File: src/rtl/cpu_pkg.sv
// Shared encodings for the instruction controller and datapath: opcodes, sub-ops,
// mem_cmd/ALUop/vsel codes and the controller state enum (S_HALT only with CTRL_HALT_EN).
package cpu_pkg;
  localparam logic [2:0] OP_LDR  = 3'b011;
  localparam logic [2:0] OP_STR  = 3'b100;
  localparam logic [2:0] OP_ALU  = 3'b101;
  localparam logic [2:0] OP_MOV  = 3'b110;
  localparam logic [2:0] OP_HALT = 3'b111;

  localparam logic [1:0] SUB_ADD    = 2'b00;
  localparam logic [1:0] SUB_CMP    = 2'b01;
  localparam logic [1:0] SUB_AND    = 2'b10;
  localparam logic [1:0] SUB_MVN    = 2'b11;
  localparam logic [1:0] SUB_MOVREG = 2'b00;
  localparam logic [1:0] SUB_MOVIMM = 2'b10;

  localparam logic [1:0] MCMD_NONE  = 2'b00;
  localparam logic [1:0] MCMD_READ  = 2'b01;
  localparam logic [1:0] MCMD_WRITE = 2'b10;

  localparam logic [1:0] ALU_ADD = 2'b00;
  localparam logic [1:0] ALU_CMP = 2'b01;
  localparam logic [1:0] ALU_AND = 2'b10;
  localparam logic [1:0] ALU_MVN = 2'b11;

  localparam logic [1:0] VSEL_MDATA = 2'b00;
  localparam logic [1:0] VSEL_IMM   = 2'b01;
  localparam logic [1:0] VSEL_PC    = 2'b10;
  localparam logic [1:0] VSEL_C     = 2'b11;

  typedef enum logic [4:0] {
    S_RST, S_IF1, S_IF2, S_UPDATE_PC, S_DECODE, S_WRITE_IMM,
    S_GET_A, S_GET_B, S_EXEC, S_WRITE_REG,
    S_MEM_ADDR, S_LOAD_ADDR, S_MEM_RD, S_MEM_WB,
    S_GET_RD, S_STR_DATA, S_MEM_WR
`ifdef CTRL_HALT_EN
    , S_HALT
`endif
  } state_e;
endpackage

File: src/rtl/instr_controller_if.sv
// Controller <-> datapath bundle: ir flows to the controller, controls flow back.
interface instr_controller_if;
  logic [15:0] ir;
  logic [2:0]  writenum, readnum;
  logic [1:0]  shift, ALUop, vsel, mem_cmd;
  logic        write, loada, loadb, loadc, loads, asel, bsel;
  logic        load_ir, load_pc, reset_pc, load_addr, addr_sel, halted;

  modport master (
    input  ir,
    output writenum, readnum, shift, ALUop, vsel, mem_cmd,
           write, loada, loadb, loadc, loads, asel, bsel,
           load_ir, load_pc, reset_pc, load_addr, addr_sel, halted
  );
  modport slave (
    output ir,
    input  writenum, readnum, shift, ALUop, vsel, mem_cmd,
           write, loada, loadb, loadc, loads, asel, bsel,
           load_ir, load_pc, reset_pc, load_addr, addr_sel, halted
  );
endinterface

File: src/rtl/instr_field_decode.sv
// Pure field split of the 16-bit instruction plus instruction-class flags.
module instr_field_decode
  import cpu_pkg::*;
(
  input  logic [15:0] ir_i,
  output logic [2:0]  op_o,
  output logic [1:0]  sub_o,
  output logic [2:0]  rn_o,
  output logic [2:0]  rd_o,
  output logic [2:0]  rm_o,
  output logic [1:0]  sh_o,
  output logic        is_alu_o,
  output logic        is_mem_o,
  output logic        is_halt_o
);
  assign op_o  = ir_i[15:13];
  assign sub_o = ir_i[12:11];
  assign rn_o  = ir_i[10:8];
  assign rd_o  = ir_i[7:5];
  assign sh_o  = ir_i[4:3];
  assign rm_o  = ir_i[2:0];

  // MOV imm is not counted as ALU: it writes straight from the immediate path.
  assign is_alu_o  = (op_o == OP_ALU) || (op_o == OP_MOV && sub_o == SUB_MOVREG);
  assign is_mem_o  = (op_o == OP_LDR) || (op_o == OP_STR);
  assign is_halt_o = (op_o == OP_HALT);
endmodule

File: src/rtl/instr_controller.sv
// Moore FSM sequencing fetch, decode and execute of the 16-bit ISA.
// Optional CTRL_HALT_EN: op=111 parks in S_HALT until reset; otherwise it is a NOP.
module instr_controller
  import cpu_pkg::*;
(
  input  logic               clk,
  input  logic               rst_n,
  instr_controller_if.master bus
);
  state_e     state_q, state_d;
  logic [2:0] op, rn, rd, rm;
  logic [1:0] sub, sh;
  logic       is_alu, is_mem, is_halt;

`ifdef CTRL_HALT_EN
  localparam state_e HALT_NEXT = S_HALT;
`else
  localparam state_e HALT_NEXT = S_IF1;
`endif

  instr_field_decode u_dec (
    .ir_i(bus.ir), .op_o(op), .sub_o(sub), .rn_o(rn), .rd_o(rd), .rm_o(rm),
    .sh_o(sh), .is_alu_o(is_alu), .is_mem_o(is_mem), .is_halt_o(is_halt)
  );

  always_ff @(posedge clk or negedge rst_n)
    if (!rst_n) state_q <= S_RST;
    else        state_q <= state_d;

  always_comb begin
    state_d       = S_IF1;
    bus.writenum  = '0;
    bus.readnum   = '0;
    bus.shift     = '0;
    bus.ALUop     = ALU_ADD;
    bus.vsel      = VSEL_MDATA;
    bus.mem_cmd   = MCMD_NONE;
    bus.write     = 1'b0;
    bus.loada     = 1'b0;
    bus.loadb     = 1'b0;
    bus.loadc     = 1'b0;
    bus.loads     = 1'b0;
    bus.asel      = 1'b0;
    bus.bsel      = 1'b0;
    bus.load_ir   = 1'b0;
    bus.load_pc   = 1'b0;
    bus.reset_pc  = 1'b0;
    bus.load_addr = 1'b0;
    bus.addr_sel  = 1'b0;
    bus.halted    = 1'b0;
    case (state_q)
      S_RST: begin
        bus.reset_pc = 1'b1;
        bus.load_pc  = 1'b1;
        state_d      = S_IF1;
      end
      S_IF1: begin
        bus.addr_sel = 1'b1;
        bus.mem_cmd  = MCMD_READ;
        state_d      = S_IF2;
      end
      S_IF2: begin
        bus.addr_sel = 1'b1;
        bus.mem_cmd  = MCMD_READ;
        bus.load_ir  = 1'b1;
        state_d      = S_UPDATE_PC;
      end
      S_UPDATE_PC: begin
        bus.load_pc = 1'b1;
        state_d     = S_DECODE;
      end
      S_DECODE: begin
        // Anything not matched below is an undefined encoding and falls back to IF1.
        if (is_halt)                                   state_d = HALT_NEXT;
        else if (op == OP_MOV && sub == SUB_MOVIMM)    state_d = S_WRITE_IMM;
        else if (is_mem)                               state_d = S_GET_A;
        else if (is_alu)
          state_d = (op == OP_MOV || sub == SUB_MVN) ? S_GET_B : S_GET_A;
      end
      S_WRITE_IMM: begin
        bus.writenum = rn;
        bus.vsel     = VSEL_IMM;
        bus.write    = 1'b1;
      end
      S_GET_A: begin
        bus.readnum = rn;
        bus.loada   = 1'b1;
        state_d     = is_mem ? S_MEM_ADDR : S_GET_B;
      end
      S_GET_B: begin
        bus.readnum = rm;
        bus.loadb   = 1'b1;
        state_d     = S_EXEC;
      end
      S_EXEC: begin
        bus.shift = sh;
        bus.ALUop = (op == OP_MOV) ? ALU_ADD : sub;
        bus.asel  = (op == OP_MOV) || (sub == SUB_MVN);
        if (op == OP_ALU && sub == SUB_CMP) begin
          bus.loads = 1'b1;
        end else begin
          bus.loadc = 1'b1;
          state_d   = S_WRITE_REG;
        end
      end
      S_WRITE_REG: begin
        bus.writenum = rd;
        bus.vsel     = VSEL_C;
        bus.write    = 1'b1;
      end
      S_MEM_ADDR: begin
        bus.bsel  = 1'b1;
        bus.loadc = 1'b1;
        state_d   = S_LOAD_ADDR;
      end
      S_LOAD_ADDR: begin
        bus.load_addr = 1'b1;
        state_d       = (op == OP_LDR) ? S_MEM_RD : S_GET_RD;
      end
      S_MEM_RD: begin
        bus.mem_cmd = MCMD_READ;
        state_d     = S_MEM_WB;
      end
      S_MEM_WB: begin
        bus.mem_cmd  = MCMD_READ;
        bus.vsel     = VSEL_MDATA;
        bus.writenum = rd;
        bus.write    = 1'b1;
      end
      S_GET_RD: begin
        bus.readnum = rd;
        bus.loadb   = 1'b1;
        state_d     = S_STR_DATA;
      end
      S_STR_DATA: begin
        bus.asel  = 1'b1;
        bus.loadc = 1'b1;
        state_d   = S_MEM_WR;
      end
      S_MEM_WR: bus.mem_cmd = MCMD_WRITE;
`ifdef CTRL_HALT_EN
      S_HALT: begin
        bus.halted = 1'b1;
        state_d    = S_HALT;
      end
`endif
      default: state_d = S_IF1;
    endcase
  end
endmodule

File: src/flat_wrapper.sv
// flat-port wrapper written by rule: the top's interface ports become plain ports
module instr_controller_flat import cpu_pkg::*;
  (clk, rst_n, bus_ir, bus_writenum, bus_readnum, bus_shift, bus_ALUop, bus_vsel, bus_mem_cmd, bus_write, bus_loada, bus_loadb, bus_loadc, bus_loads, bus_asel, bus_bsel, bus_load_ir, bus_load_pc, bus_reset_pc, bus_load_addr, bus_addr_sel, bus_halted);
  instr_controller_if bus_i ();
  input  logic clk;
  input  logic rst_n;
  input wire logic [$bits(bus_i.ir)-1:0] bus_ir;
  output wire logic [$bits(bus_i.writenum)-1:0] bus_writenum;
  output wire logic [$bits(bus_i.readnum)-1:0] bus_readnum;
  output wire logic [$bits(bus_i.shift)-1:0] bus_shift;
  output wire logic [$bits(bus_i.ALUop)-1:0] bus_ALUop;
  output wire logic [$bits(bus_i.vsel)-1:0] bus_vsel;
  output wire logic [$bits(bus_i.mem_cmd)-1:0] bus_mem_cmd;
  output wire logic [$bits(bus_i.write)-1:0] bus_write;
  output wire logic [$bits(bus_i.loada)-1:0] bus_loada;
  output wire logic [$bits(bus_i.loadb)-1:0] bus_loadb;
  output wire logic [$bits(bus_i.loadc)-1:0] bus_loadc;
  output wire logic [$bits(bus_i.loads)-1:0] bus_loads;
  output wire logic [$bits(bus_i.asel)-1:0] bus_asel;
  output wire logic [$bits(bus_i.bsel)-1:0] bus_bsel;
  output wire logic [$bits(bus_i.load_ir)-1:0] bus_load_ir;
  output wire logic [$bits(bus_i.load_pc)-1:0] bus_load_pc;
  output wire logic [$bits(bus_i.reset_pc)-1:0] bus_reset_pc;
  output wire logic [$bits(bus_i.load_addr)-1:0] bus_load_addr;
  output wire logic [$bits(bus_i.addr_sel)-1:0] bus_addr_sel;
  output wire logic [$bits(bus_i.halted)-1:0] bus_halted;
  assign bus_i.ir = bus_ir;
  assign bus_writenum = bus_i.writenum;
  assign bus_readnum = bus_i.readnum;
  assign bus_shift = bus_i.shift;
  assign bus_ALUop = bus_i.ALUop;
  assign bus_vsel = bus_i.vsel;
  assign bus_mem_cmd = bus_i.mem_cmd;
  assign bus_write = bus_i.write;
  assign bus_loada = bus_i.loada;
  assign bus_loadb = bus_i.loadb;
  assign bus_loadc = bus_i.loadc;
  assign bus_loads = bus_i.loads;
  assign bus_asel = bus_i.asel;
  assign bus_bsel = bus_i.bsel;
  assign bus_load_ir = bus_i.load_ir;
  assign bus_load_pc = bus_i.load_pc;
  assign bus_reset_pc = bus_i.reset_pc;
  assign bus_load_addr = bus_i.load_addr;
  assign bus_addr_sel = bus_i.addr_sel;
  assign bus_halted = bus_i.halted;
  instr_controller u_core (.clk(clk), .rst_n(rst_n), .bus(bus_i));
endmodule
File: config.mk
export PLATFORM = sky130hd
export DESIGN_NAME = instr_controller_flat
export DESIGN_NICKNAME = d
export VERILOG_FILES = /design/src/rtl/cpu_pkg.sv /design/src/rtl/instr_controller_if.sv /design/src/rtl/instr_field_decode.sv /design/src/rtl/instr_controller.sv /design/src/flat_wrapper.sv
export SDC_FILE = /design/constraint.sdc
export NUM_CORES = 1
export LEC_CHECK = 0
export CORE_MARGIN = 4
export CORE_UTILIZATION = 40
export DETAILED_ROUTE_END_ITERATION = 16
export HOLD_SLACK_MARGIN = 0.12
export PLACE_DENSITY = 0.85
export SYNTH_ARGS = -nofsm -noshare
export SYNTH_HDL_FRONTEND = slang
export SYNTH_SLANG_ARGS = --single-unit
File: constraint.sdc
create_clock -name clk -period 3.15 [get_ports clk]
set_clock_uncertainty 0.1 [all_clocks]
set_input_delay 0.63 -clock clk [delete_from_list [all_inputs] [get_ports clk]]
set_output_delay 0.63 -clock clk [all_outputs]
set_load 0.02 [all_outputs]
; Yosys cells after proc, flatten, opt, wreduce, memory -nomap -nowiden
; Index checks and enable logic that the tools add are counted.
[classes]
n_addsub = 0
n_mul = 0
div = 0
n_lt_le_gt_ge = 0
n_eq_ne = 24
n_shift = 0
muxes = 30
bitwise = 0
n_reduce_logical = 15
[ops]
columns = op, n
row1 = case mux 5 bit (12 select lines), 1
row2 = "== test 5 x 4 -> 1 bit, second input constant", 8
row3 = "== test 5 x 3 -> 1 bit, second input constant", 4
row4 = two-way mux 5 bit, 4
row5 = two-way mux 1 bit, 13
row6 = "== test 3 bit, second input constant", 4
row7 = "== test 5 x 2 -> 1 bit, second input constant", 2
row8 = OR reduction 2 bit, 5
row9 = case mux 3 bit (3 select lines), 1
row10 = two-way mux 2 bit, 4
row11 = two-way mux 4 bit, 2
row12 = case mux 2 bit (2 select lines), 2
row13 = case mux 3 bit (2 select lines), 1
row14 = "== test 5 x 1 -> 1 bit, second input constant", 1
row15 = "== test 5 bit, second input constant", 1
row16 = logical NOT 5 bit, 1
row17 = "== test 2 bit, second input constant", 2
row18 = case mux 1 bit (2 select lines), 2
row19 = OR reduction 4 bit, 1
row20 = "== test 3 x 2 -> 1 bit, second input constant", 1
row21 = logical AND 1 bit, 3
row22 = logical OR 1 bit, 3
row23 = OR reduction 3 bit, 1
row24 = "== test 2 x 1 -> 1 bit, second input constant", 1
row25 = logical NOT 2 bit, 1
[totals]
ff_bits = 5
latchBits = 0
ram_bits = 0
rom_bits = 0
output_inout_bits = 27
word_cells = 70
memories = 0

; Logic depth before layout (Yosys ltp)
; Gate-level depths: netlist of the first run.
[depth]
word_depth = 8
depth_mapped = 5
depth_no_buf = 3

; Cells and area by module
; From an unflattened synthesis of the first run, not the netlist that was laid out.
[unflattened]
hier_cells = 132
area_unflattened_um2 = 893.4
[by_module_without_submodules]
columns = module, n_inst, cells_each, area_each_um2, seq_area_each_um2
row1 = instr_controller, 1, 108, 726.9, 125.1
row2 = instr_field_decode, 1, 24, 166.4, 0.0

; Least setup slack after synthesis of the first run
; OpenSTA, ideal clock, no wires.
[synth_path]
path_type = reg2out
startpoint = register u_core.state_q[2]
endpoint = output bus_ALUop[0]
arrival_ns = 1.691
required_ns = 2.420
path_slack_ns = 0.729
stages_incl_launch_ff = 4
path_cell_list = dfrtp_1 nand2b_1 or3_1 nor4b_1
[synth_between]
elab_chain_len = 2
[synth_lines]
columns = item, line
row1 = from (decl), instr_controller.sv:10  ; state_e state_q, state_d;
row2 = from (signal assigned), instr_controller.sv:28  ; else state_q <= state_d;
row3 = == test 5 x 4 -> 1 bit, instr_controller.sv:51  ; case (state_q)
row4 = two-way mux 2 bit, instr_controller.sv:51
row5 = to (decl), flat_wrapper.sv:11  ; output wire logic [$bits(bus_i.ALUop)-1:0] bus_ALUop;
; No other way between the ends.

; Worst setup path after layout of the first run
[layout_path]
startpoint = input bus_ir[15]
endpoint = output bus_ALUop[0]
[layout_between]
elab_chain_len = 3
[layout_lines]
columns = item, line
row1 = from (decl), flat_wrapper.sv:7  ; input wire logic [$bits(bus_i.ir)-1:0] bus_ir;
row2 = == test 3 bit, instr_controller.sv:97  ; bus.ALUop = (op == OP_MOV) ? ALU_ADD : sub;
row3 = two-way mux 2 bit, instr_controller.sv:97
row4 = two-way mux 2 bit, instr_controller.sv:51
; No other way between the ends.

==> results of run 1 <==
## area by class of cell
cell class	instances	area (um2)	share of cell area, %
multi-input combinational	84	556	45.4
sequential	5	125	10.2
inverter	6	22.5	1.84
timing repair buffer	47	460	37.7
clock buffer	3	22.5	1.84
clock inverter	1	5.00	0.409
tap	25	31.3	2.56
## critical path, delay by kind of cell
kind                   cells  cell delay, ps
buffers and inverters      2            1150
and+or+nand+nor            2             530
## logic make-up after synthesis
kind of cell / Yosys count / synth area share (%)
buffers and inverters: 14 / 9.06
multiplexers: 3 / 4.03
AND/OR/NAND/NOR: 53 / 43.1
XOR/XNOR: 1 / 1.17
other: 1 / 0.503
flip-flops: 5 / 16.8
AO/OA/AOI/OAI: 26 / 25.3
## per-layer routing
layer,vias up,share of wire (%),GRT usage [%]
li1,470,-,-
met1,466,40,25.4
met2,38,50,33.9
met3,2,8.9,7.58
met4,0,0.76,5.38
met5,-,0,0
## final timing paths
path	startpoint	end	slack, ps	cells after the start
setup / recovery	bus_ir[15]	bus_ALUop[0]	110	4
hold / removal	rst_n	u_core.state_q[1]	490	1
setup reg to reg	u_core.state_q[3]	u_core.state_q[0]	1430	4
hold reg to reg	u_core.state_q[4]	u_core.state_q[1]	660	1
max in group asynchronous	rst_n	u_core.state_q[2]	2270	1
min in group clk	u_core.state_q[4]	u_core.state_q[1]	660	1
## synth_stat cells, types with 2 or more instances
cell        n  area share [%]
nor2_1     13             6.5
inv_1       6             3.0
a21oi_1     5             3.4
dfrtp_1     5              17
nand2_1     4             2.0
nor3_1      4             2.7
o21ai_0     4             2.7
a22oi_1     3             3.0
and3b_1     3             3.5
buf_2       3             2.0
clkbuf_1    3             1.5
mux2i_1     3             4.0
nor2b_1     3             2.5
nor3b_1     3             3.0
o2bb2ai_1   3             3.5
a21o_1      2             2.0
and2_1      2             1.7
nand2b_1    2             1.7
nand3_1     2             1.3
nand3b_1    2             2.0
nand4_1     2             1.7
nand4b_1    2             2.3
nor4b_1     2             2.3
o221ai_1    2             2.3
or3_1       2             1.7
## per-stage QoR
| stage | std cells | hold WS [ps] |
|---|---|---|
| 2_1_floorplan | 103 | 234 |
| 3_3_place_gp | 167 | 640 |
| 3_5_place_dp | 167 | 652 |
| 4_1_cts | 171 | 491 |
| 5_1_grt | 171 | 490 |
| 6_report | 171 | 491 |
## power by group
part | internal, mW | switching [mW] | total (mW)
sequential | 0.0900 | 0.0343 | 0.124
clock | 0.0462 | 0.0310 | 0.0772
combinational | 0.356 | 0.445 | 0.801
total | 0.492 | 0.510 | 1.00
==> flow_summary.ini, run 1 <==
[routing]
wl_mm = 2.51
num_vias = 976
dr.pass1.iters = 6
drc = 0
ant_nets = 0
vias_per_cell = 5.71
drt_iter0_markers = 38
routedWlPerCell_um = 14.7

[global_route]
antenna_found_initial = 0
overflow = 0
grt_pass1_vias = 956
grt_use_total_pct = 20.7
grt_max_degree = 21
grt_pass1_wl_mm = 4.17

[layout]
drive_above_1_share_pct = 7.53
largest_reg_flops = 5
largest-register = u_core.state_q
final_common_cell = clkdlybuf4s50_1
fin_util_pct = 70.0
diodes = 0
areaGrowthSynthToFinish_pct = 63.9
design_area_um2 = 1220
fillCellCount = 159
final_nets = 165
reg.largest.list = u_core.state_q (5)
final_cell_mix = 43 x clkdlybuf4s50_1, 13 x nor2_1, 6 x inv_1

[clocking]
numCtsBuffers = 3
cts_resized = 0
cts_hold_buf = 0
cts_buffer_depth = 2
clkTransAtPathRegs_ps = 50
cts-root-buf = clkbuf_4
cts_setup_buffers = 0
clock_sink_count = 5
cts_tree = yes
clk_latency_ps = 260
htree_levels = 1

[die]
fp-row-count = 15
die_y_um = 51.2
core_um2 = 1750
die_w_um = 51.2
die-area_um2 = 2620
io-pin-count = 45
initial_core_util_pct = 42.7

[critical_path]
crit_slowest_cell = clkdlybuf4s50_1
critPathRequiredTime_ps = 2420
cp-start-kind = input pin
cp.arrival_ps = 2310
crit_top_cell = clkdlybuf4s50_1
worstSetupPathType = input pin to output pin
crit_chain = clkdlybuf4s50_1 > and3b_1 > nor4b_1 > clkdlybuf4s50_1
cp-end-kind = output pin
crit_path_max_incr_delay_ps = 660
crit_fanout = 6

[logic_synthesis]
avgSynthCellArea_um2 = 7.24
synth_cell_types = 43
synth_seq_cells = 5
synthArstFlopShare_pct = 100
netlist_area_um2 = 746
synth_edf_count = 0
seq_area_frac_synth_pct = 16.8
syn_inst = 103
syn_nets = 121
yosysWarnings = 0
synth_ff_type = dfrtp_1

[sta]
setup_viol = 0
period_minus_slack_ps = 3040
setup_slack_ps = 106
tns_ps = 0
period_share_pct = 96.6
slew_violations = 0
rsz0062_at_grt = no
finalHoldViolCount = 0
max_clock_freq_ghz = 0.328

[worst_hold_path]
hp-class = input pin to async pin

[placement]
numPortBuffers = 43
place.gp.congestion = 0.802
hpwl_mm = 2.00
place_area_um2 = 1190
pre_cts_slack_ps = 92.9

[power]
max-vdd-ir-drop_uv = 492
leakage_nw = 0.473
p_total_mw = 1.00
power_density_nw_per_um2 = 820

[flow_run]
max_cap_violations = 0

[status]
status = finished, final reports clean
No activity file was read; power rests on OpenSTA's default activity.
==> inputs of run 2 (changes only) <==
--- a/config.mk
+++ b/config.mk
@@ -7,6 +7,7 @@
 export LEC_CHECK = 0
 export CORE_MARGIN = 4
 export CORE_UTILIZATION = 40
+export CTS_CLUSTER_DIAMETER = 150
 export DETAILED_ROUTE_END_ITERATION = 16
 export HOLD_SLACK_MARGIN = 0.12
 export PLACE_DENSITY = 0.85
==> results of run 2 <==
Same layout as run 1: the final DEF is identical, and so are final timing and power.
